`src/rtl/divider_seq_pkg.sv`:
```
`default_nettype none
// ============================================================================
// Module      : divider_seq_pkg
// Description : Shared definitions for the sequential restoring divider:
//               FSM state encodings and the iteration-counter width helper.
// Revision    : 1.0 - initial release
// ============================================================================
package divider_seq_pkg;

  // FSM state encodings (explicit 2-bit width)
  localparam logic [1:0] DIV_IDLE = 2'd0;
  localparam logic [1:0] DIV_CALC = 2'd1;
  localparam logic [1:0] DIV_DONE = 2'd2;

  // Width of the iteration counter; it must be able to hold WIDTH itself.
  function automatic int div_cnt_w(input int width);
    return $clog2(width + 1);
  endfunction

endpackage : divider_seq_pkg
`default_nettype wire

```
`src/rtl/divider_step.sv`:
```
`default_nettype none
// ============================================================================
// Module      : divider_step
// Description : One combinational restoring-division step. Shifts the
//               {rem, quo} pair left by one bit, trial-subtracts the divisor
//               at WIDTH+1 bits and keeps the difference when it is
//               non-negative, recording the outcome in the quotient LSB.
// Ports       : rem      - current partial remainder (WIDTH)
//               quo      - current quotient/dividend shift register (WIDTH)
//               divisor  - divisor (WIDTH)
//               rem_next - partial remainder after this step (WIDTH)
//               quo_next - quotient register after this step (WIDTH)
// Revision    : 1.0 - initial release
// ============================================================================
module divider_step #(
  parameter int WIDTH = 8
) (
  input  logic [WIDTH-1:0] rem,
  input  logic [WIDTH-1:0] quo,
  input  logic [WIDTH-1:0] divisor,
  output logic [WIDTH-1:0] rem_next,
  output logic [WIDTH-1:0] quo_next
);

  logic [WIDTH:0] w_shifted;
  logic [WIDTH:0] w_trial;
  logic           w_neg;

  // The partial remainder is always below the divisor, so the shifted value
  // is below 2*divisor. That keeps the trial difference inside the signed
  // WIDTH+1-bit range, making its MSB a reliable sign bit.
  assign w_shifted = {rem, quo[WIDTH-1]};
  assign w_trial   = w_shifted - {1'b0, divisor};
  assign w_neg     = w_trial[WIDTH];

  // On a negative trial the shifted value is below the divisor, so its
  // upper bit is zero and dropping it is lossless.
  assign rem_next = w_neg ? w_shifted[WIDTH-1:0] : w_trial[WIDTH-1:0];
  assign quo_next = {quo[WIDTH-2:0], ~w_neg};

endmodule : divider_step
`default_nettype wire

```
`src/rtl/divider_seq.sv`:
```
`default_nettype none
// ============================================================================
// Module      : divider_seq
// Description : Sequential unsigned restoring divider, one quotient bit per
//               clock, with valid/ready handshakes on operands and results.
//               A zero divisor completes immediately with quotient all ones,
//               remainder equal to the dividend and div_by_zero set.
// Ports       : clk, rst_n          - clock, async active-low reset
//               in_valid/in_ready   - operand handshake
//               dividend, divisor   - unsigned operands (WIDTH)
//               out_valid/out_ready - result handshake
//               quotient, remainder - unsigned results (WIDTH)
//               div_by_zero         - result came from a zero divisor
// Revision    : 1.0 - initial release
// ============================================================================
module divider_seq
  import divider_seq_pkg::*;
#(
  parameter int WIDTH = 8
) (
  input  logic             clk,
  input  logic             rst_n,
  input  logic             in_valid,
  output logic             in_ready,
  input  logic [WIDTH-1:0] dividend,
  input  logic [WIDTH-1:0] divisor,
  output logic             out_valid,
  input  logic             out_ready,
  output logic [WIDTH-1:0] quotient,
  output logic [WIDTH-1:0] remainder,
  output logic             div_by_zero
);

  localparam int             CNT_W     = div_cnt_w(WIDTH);
  localparam logic [CNT_W-1:0] LAST_STEP = CNT_W'(WIDTH - 1);

  logic [1:0]       state_q, state_d;
  logic [CNT_W-1:0] cnt_q,   cnt_d;
  logic [WIDTH-1:0] rem_q,   rem_d;
  logic [WIDTH-1:0] quo_q,   quo_d;
  logic [WIDTH-1:0] dvs_q,   dvs_d;
  logic             dbz_q,   dbz_d;

  logic [WIDTH-1:0] w_rem_step;
  logic [WIDTH-1:0] w_quo_step;
  logic             w_accept;

  divider_step #(
    .WIDTH (WIDTH)
  ) u_step (
    .rem      (rem_q),
    .quo      (quo_q),
    .divisor  (dvs_q),
    .rem_next (w_rem_step),
    .quo_next (w_quo_step)
  );

  // --------------------------------------------------------------------------
  // State and datapath registers
  // --------------------------------------------------------------------------
  always_ff @(posedge clk or negedge rst_n) begin
    if (!rst_n) begin
      state_q <= DIV_IDLE;
      cnt_q   <= '0;
      rem_q   <= '0;
      quo_q   <= '0;
      dvs_q   <= '0;
      dbz_q   <= 1'b0;
    end else begin
      state_q <= state_d;
      cnt_q   <= cnt_d;
      rem_q   <= rem_d;
      quo_q   <= quo_d;
      dvs_q   <= dvs_d;
      dbz_q   <= dbz_d;
    end
  end

  assign w_accept = in_valid && (state_q == DIV_IDLE);

  // --------------------------------------------------------------------------
  // Next-state and datapath update
  // --------------------------------------------------------------------------
  always_comb begin
    state_d = state_q;
    cnt_d   = cnt_q;
    rem_d   = rem_q;
    quo_d   = quo_q;
    dvs_d   = dvs_q;
    dbz_d   = dbz_q;
    case (state_q)
      DIV_IDLE: begin
        if (w_accept) begin
          dvs_d = divisor;
          cnt_d = '0;
          if (divisor == '0) begin
            // Zero divisor bypasses the iteration entirely.
            quo_d   = '1;
            rem_d   = dividend;
            dbz_d   = 1'b1;
            state_d = DIV_DONE;
          end else begin
            quo_d   = dividend;
            rem_d   = '0;
            dbz_d   = 1'b0;
            state_d = DIV_CALC;
          end
        end
      end
      DIV_CALC: begin
        rem_d = w_rem_step;
        quo_d = w_quo_step;
        cnt_d = cnt_q + CNT_W'(1);
        if (cnt_q == LAST_STEP) begin
          state_d = DIV_DONE;
        end
      end
      DIV_DONE: begin
        if (out_ready) begin
          state_d = DIV_IDLE;
        end
      end
      default: begin
        state_d = DIV_IDLE;
      end
    endcase
  end

  // --------------------------------------------------------------------------
  // Outputs, decoded from registered state only
  // --------------------------------------------------------------------------
  always_comb begin
    in_ready    = (state_q == DIV_IDLE);
    out_valid   = (state_q == DIV_DONE);
    quotient    = quo_q;
    remainder   = rem_q;
    div_by_zero = dbz_q;
  end

endmodule : divider_seq
`default_nettype wire

```
`config.mk`:
```
export PLATFORM = sky130hd
export DESIGN_NAME = divider_seq
export DESIGN_NICKNAME = d
export VERILOG_FILES = /design/src/rtl/divider_seq_pkg.sv /design/src/rtl/divider_step.sv /design/src/rtl/divider_seq.sv
export SDC_FILE = /design/constraint.sdc
export NUM_CORES = 1
export LEC_CHECK = 0
export ABC_AREA = 1
export BUFFER_PORTS_ARGS = -buffer_cell sky130_fd_sc_hd__buf_2
export CAP_MARGIN = 20
export CORE_UTILIZATION = 56
export DETAILED_ROUTE_END_ITERATION = 8
export HOLD_SLACK_MARGIN = 0.06
export MAX_ROUTING_LAYER = met4
export PLACE_DENSITY = 0.86
export SYNTH_ARGS = -nofsm -noshare
export SYNTH_HDL_FRONTEND = slang
export SYNTH_HIERARCHICAL = 1
export SYNTH_SLANG_ARGS = --single-unit
```
`constraint.sdc`:
```
create_clock -name clk -period 2.7 [get_ports clk]
set_input_delay 0.405 -clock clk [delete_from_list [all_inputs] [get_ports clk]]
set_output_delay 0.405 -clock clk [all_outputs]
set_load 0.03 [all_outputs]
```
==> reports/qor.yml, run 1 <==
cells_and_area:
  drive_gt1_share_pct: 20.7
  nNetsFinal: 367
  regArea_sq_um: 776
  multi_input_area_sq_um: 1160
  antenna_cells: 0
  syn2layout_area_growth_pct: 10.7
  fillCellCount: 348
cts:
  post_cts.repair.setup_buffers: 0
  holdBufCountCts: 0
  clk_pin_slew_worst_paths_ns: 0.07
  cts_htree_levels: 2
  clkLatencyLatePin_ns: 0.29
  cts_tree: "built"
  cts.path.max_buffers: 2
  clock-sinks: 31
  cts_resized: 0
  cts_root_buffer: "clkbuf_8"
  cts_buffers: 5
global_routing:
  grt_max_degree: 32
  first_global_vias: 1884
  antenna_found_initial: 0
  grt_overflow_total: 0
  grt_usage_pct: 25.5
  grt_pass1_wl_microns: 8010
timing:
  finalCritPeriodShare_pct: 80.5
  hold_viol: 0
  rsz0062_at_grt: "false"
  slew-limit-headroom_pct: 53.2
  maxSlewViolCount: 0
  fin_tns_setup_ns: 0
  period_needed_ns: 2.17
  fin_skew_ns: 0.00596
  setup_viol: 0
  max_freq_mhz: 460
  worstMarginPinSlew_ns: 0.702
drt:
  drtAntennaViolNets: 0
  drtPass1Iterations: 4
  wire_per_inst_microns: 12.2
  drc: 0
  drt_wl_total_microns: 4700
  drt-initial-drc-count: 104
  vias: 1948
  avgViaCountPerCell: 5.05
yosys:
  syn_area_sq_um: 2230
  yosysTopAreaCellShare_pct: 34.8
  synth_edf_count: 0
  postSynthCellCount: 305
  synth_area_per_cell_sq_um: 7.31
  synth-main-ff-cell: "dfrtp_1"
  synth.most_common_cell: "nand2_1"
  synth-async-reset-ratio_pct: 100
  synth_nets: 335
  yosysSeqAreaShare_pct: 34.8
  synth_area_leaders: "dfrtp_1 (35%), nand2_1 (15%), inv_1 (8.6%)"
  yosysWarnings: 6
  ys_types: 32
  ys_seq_elements: 31
  synth_top_area_cell: "dfrtp_1"
  synthTopCellsByCount: "nand2_1 (90), inv_1 (51), dfrtp_1 (31), nand3_1 (22), nor2_1 (22)"
worst_setup_path:
  timing_worst_setup_path_type: "reg2reg"
  worstPathMaxFanout: 9
  cp.arrival_ns: 2.35
  critPathLaunchType: "flop"
  r2r.worst_path.cells: 14
  regToRegSetupSlack_ns: 0.53
  end_kind: "flop"
  crit_required_ns: 2.87
die:
  dieArea_sq_um: 4240
  start_util_pct: 59.6
  die_w_microns: 65.1
  die_h_microns: 65.1
  io_pins: 39
  coreArea_sq_um: 3740
  row_count: 22
placement:
  dpl.hpwl_microns: 3370
  gp_congestion: 0.876
  port_buffers: 38
job:
  maxCapViolations: 0
hold_path:
  hold_class: "in2async"
run_status:
  status: "finished clean"
[per-layer routing]
layer | vias to the layer above | track usage [%] | part of all wire, %
met5 | - | - | 0
met4 | 0 | 8.42 | 1.3
met3 | 7 | 7.12 | 4.0
met2 | 40 | 42.3 | 51
met1 | 895 | 30.0 | 43
li1 | 1006 | - | -
[critical path: stages (launching register included)]
cell and delay (ns):
dfrtp_1 0.41, inv_1 0.07, ha_1 0.13, inv_1 0.06, fa_1 0.40, nand2_1 0.08
nand2_1 0.09, nand3_2 0.13, nand2_2 0.08, nand2_4 0.13, nand2_8 0.08, nand2_1 0.07
nand2_1 0.05, o21ai_0 0.18, a21oi_1 0.09
[flip-flops by register name (all words and copies together), names as in the netlist]
signal,count
state_q,2
dvs_q,8
div_by_zero,1
cnt_q,4
quotient,8
remainder,8
[path summary, 6_finish.rpt]
kind	from	endpoint
min in group clk	divisor[6]	dvs_q[6]
setup / recovery	quotient[7]	remainder[2]
max in group asynchronous	rst_n	quotient[7]
hold / removal	rst_n	dvs_q[4]
setup reg to reg	quotient[7]	remainder[2]
hold reg to reg	div_by_zero	div_by_zero
[cell usage in the layout, fill, tap and decap left out, drive strengths merged]
| master | netlist | final |
|---|---|---|
| ha | 9 | 9 |
| nand2 | 96 | 96 |
| dfrtp | 31 | 31 |
| clkbuf | 0 | 7 |
| a21boi | 6 | 6 |
| nand3 | 24 | 24 |
| a21oi | 11 | 11 |
| xnor2 | 2 | 2 |
| o21ai | 19 | 19 |
| nand3b | 1 | 1 |
| inv | 53 | 53 |
| o31ai | 1 | 1 |
| buf | 14 | 39 |
| nor2 | 24 | 24 |
| clkinv | 0 | 1 |
| a22o | 1 | 1 |
| fa | 1 | 1 |
| xor2 | 2 | 2 |
| or2 | 2 | 2 |
| mux2 | 8 | 8 |
[cell families (layout without fill, tap and decap cells)]
kind of cell             after synthesis  in the layout  synth area share, %
AO/OA/AOI/OAI                         38             38                 10.7
XOR/XNOR                               4              4                 1.57
adder cells (fa/ha/maj)               10             10                 5.95
buffers and inverters                 67            100                 13.4
flip-flops                            31             31                 34.8
multiplexers                           8              8                 4.04
AND/OR/NAND/NOR                      147            147                 29.6
[through the flow]
step / hold WS (ns) / cells / area, sq um / setup slack, ns / util, %
global placement: 0.479 / 378 / 2390 / 0.671 / 63.8
global route: 0.231 / 386 / 2470 / 0.389 / 66.0
floorplan: 0.109 / 305 / 2230 / 0.602 / -
CTS: 0.188 / 386 / 2470 / 0.536 / 66.0
finish: 0.165 / 386 / 2470 / 0.527 / 66.0
detailed placement: 0.476 / 378 / 2390 / 0.561 / 63.8
[final cells by class]
type / instances / area share (%)
multi-input cells: 207 / 46.8
inverters: 53 / 8.05
flip-flops and latches: 31 / 31.4
well taps: 48 / 2.43
clock buffers: 7 / 3.09
clock inverters: 1 / 0.203
repair buffers: 39 / 8.00
Power of run 1 is not shown: default switching activity piles up to over one toggle a cycle in this logic, so the estimate is an artifact.
==> run 2: changes to the inputs <==
CORE_UTILIZATION = 51   (was 56)
PLACE_DENSITY = 0.83   (was 0.86)
clock period = 1.95 ns   (was 2.7 ns; I/O delays follow)
==> run 2 against run 1 <==
  * The flow now finishes with violations (negative setup slack)
  * First-iteration DRC count up 80%
  * Critical path depth unchanged
  * Sequential share of layout area down 2.6 points
==> reports/qor.yml, run 2 (synthesis gave the netlist of run 1 again) <==
cts:
  cts_buffers: 5  # unchanged
  cts_root_buffer: "clkbuf_8"
  clk_pin_slew_worst_paths_ns: 0.07  # about the same
  cts_tree: "built"
  cts_htree_levels: 2  # unchanged
  holdBufCountCts: 0  # unchanged
  clock-sinks: 31  # unchanged
  cts.path.max_buffers: 2  # unchanged
  clkLatencyLatePin_ns: 0.29  # about the same
worst_setup_path:
  end_kind: "flop"
  slowest_stage: "dfrtp_2"
  critPathLaunchType: "flop"
  timing.rr.start: "quotient[7]"
  r2r.worst_path.cells: 14  # unchanged
  crit_required_ns: 2.12  # -0.75 ns
  cpMostUsedCell: "nand2_2"
  worstPathMaxFanout: 6  # -3
  crit_chain: "inv_2, ha_4, inv_2, fa_2, nand2_2, nand2_4, nand3_4, nand2_4, nand2_8, nand2_8, nand2_2, nand2_2, o21ai_1, a21oi_1"
  regToRegSetupSlack_ns: -0.04  # -0.56 ns
  startpoint: "quotient[7]"
  r2r-end: "remainder[6]"
  timing_worst_setup_path_type: "reg2reg"
  slowest_delay_ns: 0.40  # about the same
  cp.arrival_ns: 2.15  # -0.20 ns
placement:
  port_buffers: 38  # unchanged
  dp.cells: 393  # +4.0%
  gp_congestion: 0.856  # -2.2%
  place_area_sq_um: 2510  # +5.0%
  dpl_worst_slack_ns: -0.0339  # -0.595 ns
  dpl.hpwl_microns: 3880  # +15%
timing:
  worstMarginPinSlew_ns: 0.697  # -0.00452 ns
  hold_viol: 0  # unchanged
  rsz0062_at_grt: "true"
  max_freq_mhz: 503  # +9.4%
  finalCritPeriodShare_pct: 102  # +21 points
  setup_viol: 4  # +4
  maxSlewViolCount: 0  # unchanged
  period_needed_ns: 1.99  # -0.187 ns
  fin_skew_ns: 0.00802  # +0.00206 ns
  fin_ws_ns: -0.0362  # -0.563 ns
  fin_tns_setup_ns: -0.0505  # -0.0505 ns
  slew-limit-headroom_pct: 53.5  # +0.30 points
global_routing:
  grt_max_degree: 32  # unchanged
  antenna_found_initial: 0  # unchanged
  grt_pass1_wl_microns: 8840  # +10%
  grt_overflow_total: 0  # unchanged
  grt_usage_pct: 26.9  # +1.4 points
  first_global_vias: 1946  # +3.3%
die:
  die_w_microns: 68.1  # +4.6%
  io_pins: 39  # unchanged
  die_h_microns: 68.1  # +4.6%
  start_util_pct: 54.6  # -5.0 points
  dieArea_sq_um: 4640  # +9.5%
  row_count: 23  # +4.5%
  coreArea_sq_um: 4090  # +9.2%
drt:
  avgViaCountPerCell: 5.21  # +3.3%
  drt_wl_total_microns: 5610  # +19%
  vias: 2116  # +8.6%
  drtPass1Iterations: 5  # +1
  wire_per_inst_microns: 13.8  # +13%
  drtAntennaViolNets: 0  # unchanged
  drc: 0  # unchanged
  drt-initial-drc-count: 187  # +80%
cells_and_area:
  final_cell_mix: "nand2_1 (79), inv_1 (49), buf_2 (38)"
  syn2layout_area_growth_pct: 21.1
  nNetsFinal: 385  # +4.9%
  drive_gt1_share_pct: 30.1  # +9.3 points
  stdcell_area_sq_um: 2700  # +9.4%
  antenna_cells: 0  # unchanged
  final_common_cell: "nand2_1"
  instances_no_fill: 406  # +5.2%
hold_path:
  hold_class: "in2async"
run_status:
  status: "finished, violations left"
  violations: "negative setup slack"
job:
  maxCapViolations: 0  # unchanged
[run 2: cell count changes in the layout (fill, tap and decap cells not counted), sizes merged]
cell,previous run,this run
nand2,96,98
nand3,24,25
buf,39,54
[run 2: repair_timing]
action                     CTS  global route
hold endpoints to repair     0             0
setup endpoints to repair    8             9
gates cloned                 2             1
pin swaps                    2            21
setup buffers                1             1
resized for setup            4            13
[run 2: how the worst max path moves through the flow]
stage / end / slack [ns] / depth (start not counted)
after CTS: remainder[2] / 0.00004 / 14
after global placement: remainder[7] / 0.06 / 14
final: remainder[6] / -0.04 / 14
after floorplan: remainder[7] / 0.004 / 14
after detailed placement: remainder[2] / -0.03 / 14
after global routing: remainder[6] / -0.14 / 14
[run 2: worst max-delay path: cells and delay by family (launching register included)]
family / cells / cell delay (ns)
compound gates: 2 / 0.23
fa+ha+maj: 2 / 0.45
buf+inv: 2 / 0.10
simple gates: 8 / 0.67
flops: 1 / 0.40
[run 2: layout make-up]
cell class | count | area [sq um]
Tap cell | 50 | 62.6
Clock buffer | 7 | 76.3
Sequential cell | 31 | 777
Timing Repair Buffer | 54 | 310
Multi-Input combinational cell | 210 | 1270
Inverter | 53 | 199
Fill cell | 344 | 1390
Clock inverter | 1 | 5.00
[run 2: per-stage QoR]
stage	util, %	hold WS [ns]
2_1_floorplan	-	-0.00309
3_3_place_gp	61.4	0.380
3_5_place_dp	61.4	0.392
4_1_cts	64.5	0.0808
5_1_grt	66.1	0.107
6_report	66.1	0.0469
[run 2: per-layer routing]
layer,routed length (microns),global-route usage (%),vias to the layer above
li1,-,-,1049
met1,2370,31.6,977
met2,2730,43.0,66
met3,276,5.83,24
met4,229,14.1,0
met5,0,-,-
Power of run 2 is left out for the same reason.
==> run 3: changes to the inputs <==
BUFFER_PORTS_ARGS = not set   (was -buffer_cell sky130_fd_sc_hd__buf_2)
CORE_UTILIZATION = 57   (was 51)
DONT_BUFFER_PORTS = 1   (was not set)
PLACE_DENSITY = 0.75   (was 0.83)
==> run 3 against run 2 <==
  * The run still ends with negative setup slack left
  * Count of clock-buffer cells in the layout stayed put
  * Setup slack better by 0.034 ns
  * Sequential share of layout area is 1.9 points higher
  * Critical endpoint is now remainder[2]
  * Utilization is 2.2 points higher
  * Clock skew hardly changed
  * First-iteration DRC count is 43% lower
  * Worst hold slack better by 0.10 ns
  * Cell area is 6.1% lower
  * Register-to-register slack better by 0.03 ns
==> reports/qor.yml, run 3 (synthesis gave the netlist of run 1 again) <==
timing:
  max_freq_mhz: 512  # +1.7%
  setup_viol: 1  # -3
  hold_viol: 0  # unchanged
  rsz0062_at_grt: "true"
  worstMarginPinSlew_ns: 0.551  # -0.146 ns
  finalCritPeriodShare_pct: 100  # -1.7 points
  period_needed_ns: 1.95  # -0.0340 ns
  fin_ws_ns: -0.00219  # +0.0340 ns
  slew-limit-headroom_pct: 63.1  # +9.6 points
  fin_skew_ns: 0.00852  # +0.000500 ns
  maxSlewViolCount: 0  # unchanged
placement:
  dpl_worst_slack_ns: -0.0164  # +0.0176 ns
  port_buffers: 0  # -100%
  gp_congestion: 0.883  # +3.0%
  dpl.hpwl_microns: 3650  # -5.9%
global_routing:
  grt_pass1_wl_microns: 8620  # -2.5%
  first_global_vias: 1939  # -0.36%
  grt_max_degree: 32  # unchanged
  antenna_found_initial: 0  # unchanged
  grt_usage_pct: 28.3  # +1.4 points
  grt_overflow_total: 0  # unchanged
cells_and_area:
  syn2layout_area_growth_pct: 13.7
  final_cell_mix: "nand2_1 (85), inv_1 (49), dfrtp_1 (30)"
  antenna_cells: 0  # unchanged
  drive_gt1_share_pct: 20.5  # -9.6 points
  final_common_cell: "nand2_1"
  nNetsFinal: 346  # -10%
die:
  start_util_pct: 60.0  # +5.4 points
  coreArea_sq_um: 3720  # -9.1%
  dieArea_sq_um: 4170  # -10%
  io_pins: 39  # unchanged
  die_h_microns: 64.6  # -5.3%
  row_count: 22  # -4.3%
  die_w_microns: 64.6  # -5.3%
drt:
  highest_layer: "met4"
  vias: 1873  # -11%
  drt_wl_total_microns: 5020  # -11%
  drc: 0  # unchanged
  drtPass1Iterations: 4  # -1
  wl_met2_microns: 2330  # -15%
  drtAntennaViolNets: 0  # unchanged
  met3WireLength_microns: 310  # +12%
  avgViaCountPerCell: 5.13  # -1.5%
  wire_per_inst_microns: 13.7  # -0.54%
  met1_length_microns: 2220  # -6.3%
  drt-initial-drc-count: 106  # -43%
cts:
  cts_root_buffer: "clkbuf_8"
  clk_pin_slew_worst_paths_ns: 0.07  # about the same
  cts_htree_levels: 2  # unchanged
  clock-sinks: 31  # unchanged
  cts_buffers: 5  # unchanged
  cts.path.max_buffers: 2  # unchanged
  cts_tree: "built"
  clkLatencyLatePin_ns: 0.30  # about the same
run_status:
  status: "finished, violations left"
  violations: "negative setup slack"
worst_setup_path:
  r2r.worst_path.cells: 14  # unchanged
  cp.arrival_ns: 2.13  # -0.02 ns
  end_kind: "flop"
  timing.rr.start: "quotient[7]"
  r2r-end: "remainder[2]"
  regToRegSetupSlack_ns: -0.002  # +0.03 ns
  worstPathMaxFanout: 9  # +3
  crit_required_ns: 2.12  # about the same
  timing_worst_setup_path_type: "reg2reg"
  critPathLaunchType: "flop"
job:
  maxCapViolations: 0  # unchanged
hold_path:
  hold_class: "in2reg"
  hold_path.startpoint: "divisor[2]"
  holdPathStages: 1
  whs_endpoint: "dvs_q[2]"
## run 3: cell types whose count changed in the layout (fill, tap and decap cells not counted), sizes merged
cell | before | now
clkinvlp | 0 | 1
nand2 | 98 | 97
clkinv | 1 | 0
buf | 54 | 15
dlygate4sd3 | 0 | 1
## run 3: per-layer routing
layer,GRT usage (%),vias up
met3,7.22,17
li1,-,962
met2,46.1,59
met4,12.2,0
met1,33.1,835
met5,-,-
## run 3: stage by stage
step	hold slack [ns]	setup TNS [ns]	std cells	instance area (sq um)	util [%]
final	0.147	-0.00219	365	2540	68.3
after CTS	0.143	0	363	2470	66.5
after detailed placement	-0.00225	-0.0350	351	2300	61.9
after global routing	0.140	-0.687	365	2540	68.3
after global placement	-0.00224	0	351	2300	61.9
after floorplan	-0.00309	0	305	2250	-
## run 3: timing repair
| action | 4_1_cts | 5_1_grt |
|---|---|---|
| setup buffers | 0 | 2 |
| pin swaps | 1 | 10 |
| endpoints found under the hold margin | 31 | 0 |
| hold buffers | 2 | 0 |
| resized for setup | 3 | 10 |
| cloned | 2 | 0 |
| endpoints found under the setup margin | 5 | 9 |
## run 3: worst max path at each step
stage                      startpoint           end  slack [ns]  cells after the start
after floorplan           quotient[7]  remainder[7]       0.004                     14
after global placement    quotient[7]  remainder[7]        0.05                     14
after detailed placement  quotient[7]  remainder[2]       -0.02                     14
after CTS                 quotient[7]  remainder[2]       0.008                     14
after global routing      quotient[7]  remainder[6]       -0.11                     14
final                     quotient[7]  remainder[2]      -0.002                     14
## run 3: final cells by class
type / count / area, sq um
clock buffers: 7 / 96.3
clock inverters: 1 / 7.51
fillers: 304 / 1180
inverters: 53 / 199
multi-input cells: 209 / 1260
flip-flops and latches: 31 / 777
well taps: 48 / 60.1
repair buffers: 16 / 135
## run 3: critical path, cell delays in order, from the launching register on
cell     delay (ns)
dfrtp_2        0.41
inv_2          0.07
ha_4           0.12
inv_2          0.04
fa_2           0.35
nand2_2        0.09
nand2_4        0.06
nand3_4        0.10
nand2_4        0.09
nand2_8        0.11
nand2_8        0.07
nand2_2        0.06
nand2_2        0.05
o21ai_1        0.13
a21oi_1        0.09
Power of run 3 is left out for the same reason.
